==> src/rtl/cpu_pkg.sv <==
// rtl/cpu_pkg.sv - shared CPU encoding: opcodes, ALU functions, instruction field positions
package cpu_pkg;

  localparam int INSTR_BITS = 16;

  localparam logic [2:0] OP_RTYPE = 3'd0;
  localparam logic [2:0] OP_ITYPE = 3'd1;
  localparam logic [2:0] OP_LOAD  = 3'd2;
  localparam logic [2:0] OP_STORE = 3'd3;
  localparam logic [2:0] OP_JUMP  = 3'd4;
  localparam logic [2:0] OP_BEZ   = 3'd5;
  localparam logic [2:0] OP_BNEZ  = 3'd6;

  localparam logic [3:0] ALU_ADD = 4'd0;
  localparam logic [3:0] ALU_SUB = 4'd1;
  localparam logic [3:0] ALU_AND = 4'd2;
  localparam logic [3:0] ALU_OR  = 4'd3;
  localparam logic [3:0] ALU_XOR = 4'd4;

  localparam int OP_MSB  = 15;
  localparam int OP_LSB  = 13;
  localparam int RD_MSB  = 12;
  localparam int RD_LSB  = 10;
  localparam int RS1_MSB = 9;
  localparam int RS1_LSB = 7;
  localparam int RS2_MSB = 6;
  localparam int RS2_LSB = 4;
  localparam int FN_MSB  = 3;
  localparam int FN_LSB  = 0;
  localparam int IMM_MSB = 6;

  // 7-bit immediate widened to the 8-bit datapath immediate
  function automatic logic [7:0] sext_imm(input logic [INSTR_BITS-1:0] instr);
    return {instr[IMM_MSB], instr[IMM_MSB:0]};
  endfunction

endpackage

==> src/rtl/instr_fields.sv <==
// rtl/instr_fields.sv - combinational split of an instruction word into decode fields
module instr_fields
  import cpu_pkg::*;
(
  input  logic [INSTR_BITS-1:0] instr_i,
  output logic [2:0]            main_op_o,
  output logic [3:0]            alu_in_o,
  output logic [2:0]            rd_o,
  output logic [2:0]            rs1_o,
  output logic [2:0]            rs2_o,
  output logic [7:0]            imm_o
);

  assign main_op_o = instr_i[OP_MSB:OP_LSB];
  assign alu_in_o  = instr_i[FN_MSB:FN_LSB];
  assign rd_o      = instr_i[RD_MSB:RD_LSB];
  assign rs1_o     = instr_i[RS1_MSB:RS1_LSB];
  assign rs2_o     = instr_i[RS2_MSB:RS2_LSB];
  assign imm_o     = sext_imm(instr_i);

endmodule

==> src/rtl/fetch_unit.sv <==
// rtl/fetch_unit.sv - instruction fetch FSM and program counter
// FETCH -> WAIT -> ISSUE -> FETCH, or HALT when the controller withholds en_pc.
module fetch_unit
  import cpu_pkg::*;
#(
  parameter int PC_W    = 8,
  parameter int INSTR_W = 16
) (
  input  logic               clk,
  input  logic               rst_n,
  output logic               imem_req,
  output logic [PC_W-1:0]    imem_addr,
  input  logic               imem_valid,
  input  logic [INSTR_W-1:0] imem_data,
  output logic               issue_valid,
  output logic [2:0]         main_op,
  output logic [3:0]         alu_in,
  output logic [2:0]         rd,
  output logic [2:0]         rs1,
  output logic [2:0]         rs2,
  output logic [7:0]         imm,
  input  logic               en_pc,
  input  logic               jump,
  input  logic               pcsrc,
  output logic               halted,
  output logic [PC_W-1:0]    pc
);

  localparam logic [1:0] S_FETCH = 2'd0;
  localparam logic [1:0] S_WAIT  = 2'd1;
  localparam logic [1:0] S_ISSUE = 2'd2;
  localparam logic [1:0] S_HALT  = 2'd3;

  localparam logic [PC_W-1:0] PC_ONE = 1;

  logic [1:0]         state_q, state_d;
  logic [PC_W-1:0]    pc_q, pc_d;
  logic [INSTR_W-1:0] ir_q, ir_d;
  logic               req_q, req_d;

  instr_fields u_fields (
    .instr_i   (ir_q),
    .main_op_o (main_op),
    .alu_in_o  (alu_in),
    .rd_o      (rd),
    .rs1_o     (rs1),
    .rs2_o     (rs2),
    .imm_o     (imm)
  );

  always_comb begin
    state_d = state_q;
    pc_d    = pc_q;
    ir_d    = ir_q;
    case (state_q)
      S_FETCH: state_d = S_WAIT;
      S_WAIT: begin
        if (imem_valid && req_q) begin
          ir_d    = imem_data;
          state_d = S_ISSUE;
        end
      end
      S_ISSUE: begin
        if (en_pc) begin
          state_d = S_FETCH;
          if (!jump) begin
            pc_d = pc_q + PC_ONE;
          end else if (pcsrc) begin
            pc_d = PC_W'(ir_q);
          end else begin
            pc_d = pc_q + PC_ONE + PC_W'($signed(imm));
          end
        end else begin
          state_d = S_HALT;
        end
      end
      default: state_d = S_HALT;
    endcase
    // Request is registered so it first rises on the edge after reset release
    req_d = (state_d == S_FETCH) || (state_d == S_WAIT);
  end

  always_ff @(posedge clk or negedge rst_n) begin
    if (!rst_n) begin
      state_q <= S_FETCH;
      pc_q    <= '0;
      ir_q    <= '0;
      req_q   <= 1'b0;
    end else begin
      state_q <= state_d;
      pc_q    <= pc_d;
      ir_q    <= ir_d;
      req_q   <= req_d;
    end
  end

  assign imem_req    = req_q;
  assign imem_addr   = pc_q;
  assign pc          = pc_q;
  assign issue_valid = (state_q == S_ISSUE);
  assign halted      = (state_q == S_HALT);

endmodule

==> config.mk <==
export PLATFORM = sky130hd
export DESIGN_NAME = fetch_unit
export DESIGN_NICKNAME = d
export VERILOG_FILES = /design/src/rtl/cpu_pkg.sv /design/src/rtl/instr_fields.sv /design/src/rtl/fetch_unit.sv
export SDC_FILE = /design/constraint.sdc
export NUM_CORES = 1
export LEC_CHECK = 0
export ABC_AREA = 1
export CORE_UTILIZATION = 48
export CTS_CLUSTER_DIAMETER = 150
export CTS_CLUSTER_SIZE = 8
export DETAILED_ROUTE_END_ITERATION = 16
export MAX_ROUTING_LAYER = met4
export PLACE_DENSITY = 0.95
export SYNTH_ARGS = -nofsm -noshare
export SYNTH_HDL_FRONTEND = slang
export SYNTH_SLANG_ARGS = --single-unit
export TNS_END_PERCENT = 5
==> constraint.sdc <==
create_clock -name clk -period 5.2 [get_ports clk]
set_input_delay 1.3 -clock clk [delete_from_list [all_inputs] [get_ports clk]]
set_output_delay 1.3 -clock clk [all_outputs]
set_load 0.02 [all_outputs]
==> flow_summary.json, run 1 <==
{
  "hp-start": "ir_q[10]",
  "synth_nets": 271,
  "synth_area_per_cell_um2": 7.476,
  "tritoncts": "yes",
  "worstPathRequired_ns": 5.42,
  "grt_use_met1_pct": 28.98,
  "first_pass_iters": 4,
  "cts_root_buffer": "clkbuf_8",
  "skew_ns": 0.003922,
  "cts.sinks": 27,
  "grt_pass1_wl_um": 7389,
  "final_nets": 320,
  "clk_pin_slew_ns": 0.09,
  "fin_cells": 333,
  "clockBufferDepth": 2,
  "peakVddDrop_mv": 0.1278,
  "io_buffers": 64,
  "maxSlewViolCount": 0,
  "synth_area_leaders": "dfrtp_1, nand2_1, buf_4, ha_1, inv_1",
  "dieArea_um2": 3970,
  "cpLargestDelayFamily": "buffers and inverters",
  "yosys_warnings": 0,
  "synth_cell_type_count": 28,
  "die_x_um": 63.01,
  "hold_buffers": 0,
  "dp_cells": 329,
  "drive_gt1_share_pct": 6.272,
  "cts_htree_levels": 1,
  "mostFrequentLayoutCell": "nand2_1",
  "core_area_um2": 3442,
  "cpMaxStageDelayCell": "inv_1",
  "worstSkewPairLatency_ns": 0.28,
  "ys_seq_area_share_pct": 37.82,
  "status": "finished, final reports clean",
  "dpl_cell_area_um2": 2351,
  "drcViolationCount": 0,
  "die_y_um": 63.01,
  "p_leak_nw": 1.215,
  "cts_resized": 0,
  "grt_antenna_before_repair": 0,
  "synth-main-ff-cell": "dfrtp_1",
  "cts_setup_buffers": 0,
  "rrSetupSlack_ns": 2.84,
  "r2r.worst_path.cells": 16,
  "max_freq_mhz": 354.7,
  "timing.rr.end": "imem_addr[7]",
  "grt_max_degree": 28,
  "ys_ff_latch": 27,
  "rsz0062_at_grt": "no",
  "initial_core_util_pct": 51.91,
  "hold_class": "reg2reg",
  "final_cell_mix": "nand2_1, clkdlybuf4s50_1, inv_1",
  "postSynthCellCount": 239,
  "fin_area_um2": 2400,
  "top_usage_layer": "met2",
  "antenna_left": 0,
  "crit_top_cell": "nand2_1",
  "crit_fanout": 23,
  "dp_hpwl_um": 3255,
  "synth_top_area_share_pct": 37.82,
  "hold_end": "ir_q[10]",
  "place.gp.congestion": 0.9210,
  "syn_area_um2": 1787,
  "crit_path_start_kind": "input port",
  "grt_usage_pct": 24.54,
  "synth_edf_count": 0,
  "cp_data_arrival_time_ns": 3.04,
  "setup_tns_ns": 0,
  "met3_usage_pct": 4.562,
  "area_growth_pct": 34.31,
  "crit_type": "in2reg",
  "cts_made_buffers": 3,
  "min_period_ns": 2.819,
  "fin_crit_sh_pct": 54.22,
  "drt_wl_total_um": 4339,
  "final-hold-violation-count": 0,
  "diodes": 0,
  "rows": 21,
  "power.density_nw_per_um2": 150.6,
  "grt.overflow.total": 0,
  "wl_per_cell_um": 13.03,
  "drv_cap": 0,
  "cpPeakStageDelay_ns": 0.66,
  "grt_use_met2_pct": 40.32,
  "hold-path-cell-count": 2,
  "synth_top_area_cell": "dfrtp_1",
  "ioPinCount": 65,
  "setup-violations-final": 0,
  "via_per_inst": 5.066,
  "num_vias": 1687,
  "grt_pass1_vias": 1666,
  "cp-end-kind": "flop",
  "tightest_slew_ns": 0.6714,
  "drt-initial-drc-count": 89,
  "crit_buf_inv": 2,
  "timing.slew.headroom_pct": 55.19,
  "crit_chain": "clkdlybuf4s50_1, nand4_1, inv_1, nand2_1, nand2_1",
  "async_reset_ff_share_pct": 100.0,
  "reg2reg_from": "imem_addr[1]"
}
## power breakdown
group          total [mW]  switching [mW]  internal (mW)
combinational      0.0279          0.0121         0.0158
clock               0.124          0.0690         0.0546
sequential          0.210               0          0.210
## worst reg2reg max path, stage by stage, from the launching register on
cell and delay [ns]:
dfrtp_1 0.46, ha_1 0.22, nand2_1 0.09, nor2_1 0.16, inv_1 0.06, o21ai_0 0.23, inv_1 0.07, ha_1 0.32
a21oi_1 0.17, nand2_1 0.07, inv_1 0.05, nand2_1 0.06, inv_1 0.06, nand2_1 0.05, nand3_1 0.06, nand2_1 0.07
a21oi_2 0.11
## stage by stage
step | utilization, % | power, mW | worst slack [ns] | hold slack [ns]
after floorplan | - | 0.2195 | 3.007 | 0.5890
after global placement | 68.30 | 0.2416 | 2.125 | 0.4613
after detailed placement | 68.30 | 0.2421 | 2.082 | 0.4652
after CTS | 69.72 | 0.3647 | 2.376 | 0.4900
after global routing | 69.72 | 0.3795 | 2.217 | 0.5110
final | 69.72 | 0.3613 | 2.381 | 0.4877
## routing by layer
layer	part of all wire [%]	vias up
li1	-	830
met1	43	779
met2	49	70
met3	6.4	8
met4	1.4	0
met5	0	-
## kinds of logic (layout without fill, tap and decap cells)
group	count (synthesis)	count (layout)	share of synthesized area (%)
simple gates	109	109	26.33
buf+inv	51	99	14.22
compound gates	36	36	11.27
flops	27	27	37.82
fa+ha+maj	10	10	7.423
xor+xnor	6	6	2.942
## cell usage after synthesis, drive strengths merged (2+ instances only)
cell    count
nand3      10
o211ai      2
a21oi      14
dfrtp      27
clkbuf      3
xor2        3
inv        30
o21bai      2
nand2      83
nor2       14
o21ai      15
buf        18
xnor2       3
ha          9
## flip-flops by register name, summed over array words and instances, names as in the netlist
register   cells
state_q        2
ir_q          16
imem_addr      8
imem_req       1
## layout make-up
type,instances,area [um2]
inverters,30,112.6
clock buffers,3,41.29
well taps,46,57.56
fillers,279,1042
clock inverters,1,7.507
multi-input cells,161,857.1
flip-flops and latches,27,675.6
repair buffers,65,648.1
## worst max path at each step
stage                  from           end  depth (start not counted)
4_1_cts          imem_valid       ir_q[3]                          5
2_1_floorplan  imem_addr[1]  imem_addr[7]                         17
6_report         imem_valid       ir_q[1]                          5
3_5_place_dp     imem_valid       ir_q[6]                          4
5_1_grt          imem_valid       ir_q[1]                          5
3_3_place_gp     imem_valid       ir_q[6]                          4
No activity file was read; power rests on OpenSTA's default activity.
==> run 2, diff against run 1 <==
- CORE_UTILIZATION: 48 -> 45
- PLACE_DENSITY: 0.95 -> 0.93
- clock period: 5.2 -> 2.6 ns (I/O delays scaled with it)
==> run 2 against run 1 <==
Effect of this change: hold slack better by 0.012 ns; cell count is 1.2% higher; critical path depth is 12 higher; sequential share of layout area is 0.22 points lower; utilization is 5.1 points lower; count of clock-buffer cells in the layout stayed put; design area is 0.78% higher; critical path type is now reg2reg; critical endpoint is now imem_addr[7]; highest routed layer unchanged.
==> flow_summary.json, run 2 (synthesis results as in run 1) <==
{
  "status": "finished, final reports clean",
  "wl_per_cell_um": 12.10,
  "grt_max_degree": 28,
  "clockBufferDepth": 2,
  "timing.slew.headroom_pct": 59.68,
  "diodes": 0,
  "cts_made_buffers": 3,
  "drt_wl_total_um": 4079,
  "final-hold-violation-count": 0,
  "cts_resized": 0,
  "hold_buffers": 0,
  "antenna_left": 0,
  "drive_gt1_share_pct": 6.920,
  "seq_power_share_pct": 57.3,
  "cp-end-kind": "flop",
  "largest_register_ffs": 16,
  "die_y_um": 65.01,
  "max_freq_mhz": 435.4,
  "cp_data_arrival_time_ns": 2.51,
  "crit_fanout": 5,
  "initial_core_util_pct": 47.73,
  "power.internal_mw": 0.5648,
  "tritoncts": "yes",
  "drcViolationCount": 0,
  "cts_htree_levels": 1,
  "tightest_slew_ns": 0.6041,
  "power.density_nw_per_um2": 302.6,
  "drv_cap": 0,
  "worstPathRequired_ns": 2.82,
  "final_nets": 322,
  "power_frac_comb_pct": 7.5,
  "clk_pin_slew_ns": 0.10,
  "area_growth_pct": 35.36,
  "core_area_um2": 3744,
  "grt.overflow.total": 0,
  "grt_pass1_wl_um": 6969,
  "dp_hpwl_um": 3180,
  "setup_tns_ns": 0,
  "peakVddDrop_mv": 0.3293,
  "die_x_um": 65.01,
  "dp_slack_ns": 0.3278,
  "final_cell_mix": "nand2_1, clkdlybuf4s50_1, inv_1",
  "switching_share_pct": 22.83,
  "rsz0062_at_grt": "no",
  "grt_usage_pct": 21.59,
  "mostFrequentLayoutCell": "nand2_1",
  "io_buffers": 64,
  "p_clk_share_pct": 35.1,
  "maxSlewViolCount": 0,
  "dieArea_um2": 4226,
  "num_vias": 1677,
  "regMostFlops": "ir_q",
  "p_leak_nw": 1.229,
  "setup-violations-final": 0,
  "first_pass_iters": 4,
  "drt-initial-drc-count": 54,
  "crit_type": "reg2reg",
  "fin_crit_sh_pct": 88.33,
  "dp_cells": 333,
  "grt_pass1_vias": 1662,
  "worstSkewPairLatency_ns": 0.28,
  "cts_root_buffer": "clkbuf_8",
  "cts_setup_buffers": 0,
  "skew_ns": 0.001117,
  "cts.sinks": 27,
  "min_period_ns": 2.297,
  "place.gp.congestion": 0.8568,
  "rows": 22,
  "hold_class": "reg2reg",
  "p_sw_mw": 0.1671,
  "grt_antenna_before_repair": 0,
  "ioPinCount": 65,
  "hold_slack_ns": 0.4996,
  "crit_path_start_kind": "flop",
  "fin_cells": 337,
  "fin_ws_ns": 0.3035,
  "n_fill_cell": 330,
  "via_per_inst": 4.976
}
## run 2: final cells by class
class	instances	area, um2	area share (%)
clock buffers	3	41.29	1.707
clock inverters	1	8.758	0.3621
inverters	30	112.6	4.656
multi-input cells	161	857.1	35.44
flip-flops and latches	27	675.6	27.94
well taps	48	60.06	2.483
repair buffers	67	663.1	27.42
## run 2: per-layer routing
layer / vias up / wire [um] / GRT usage [%]
li1: 831 / - / -
met4: 0 / 59 / 5.978
met3: 8 / 239 / 5.458
met5: - / 0 / -
met1: 773 / 1657 / 23.56
met2: 65 / 2123 / 38.67
## run 2: path summary, 6_finish.rpt
check	from	endpoint	slack, ns	depth (start not counted)
min reg2reg	ir_q[12]	ir_q[12]	0.50	2
min	ir_q[12]	ir_q[12]	0.50	2
max in group asynchronous	rst_n	ir_q[12]	1.61	2
max	imem_addr[1]	imem_addr[7]	0.30	17
min in group asynchronous	rst_n	ir_q[7]	0.74	2
max reg2reg	imem_addr[1]	imem_addr[7]	0.30	17
## run 2: power groups by stage
| stage | Combinational (mW) | Clock (mW) | Sequential, mW |
|---|---|---|---|
| 2_1_floorplan | 0.0109 | 0 | 0.428 |
| 3_3_place_gp | 0.0549 | 0 | 0.428 |
| 3_5_place_dp | 0.0555 | 0 | 0.428 |
| 4_1_cts | 0.0559 | 0.257 | 0.420 |
| 5_1_grt | 0.0609 | 0.280 | 0.420 |
| 6_report | 0.0551 | 0.257 | 0.420 |
## run 2: worst max-delay path, cell delays in order (launching register included)
cell	delay, ns
dfrtp_1	0.44
ha_1	0.21
nand2_1	0.08
nor2_1	0.15
inv_1	0.06
o21ai_0	0.20
inv_1	0.08
ha_1	0.33
nand2_1	0.08
inv_1	0.06
nand2_1	0.05
nand2_1	0.05
inv_1	0.03
nand2_1	0.06
nand3_1	0.08
nand3_1	0.08
nand2_1	0.08
a21oi_2	0.11
## run 2: stage by stage
stage | utilization (%) | instance area [um2] | power [mW]
global placement | 63.27 | 2369 | 0.4828
floorplan | - | 1787 | 0.4389
global route | 64.61 | 2419 | 0.7607
detailed placement | 63.27 | 2369 | 0.4833
finish | 64.61 | 2419 | 0.7318
CTS | 64.61 | 2419 | 0.7326
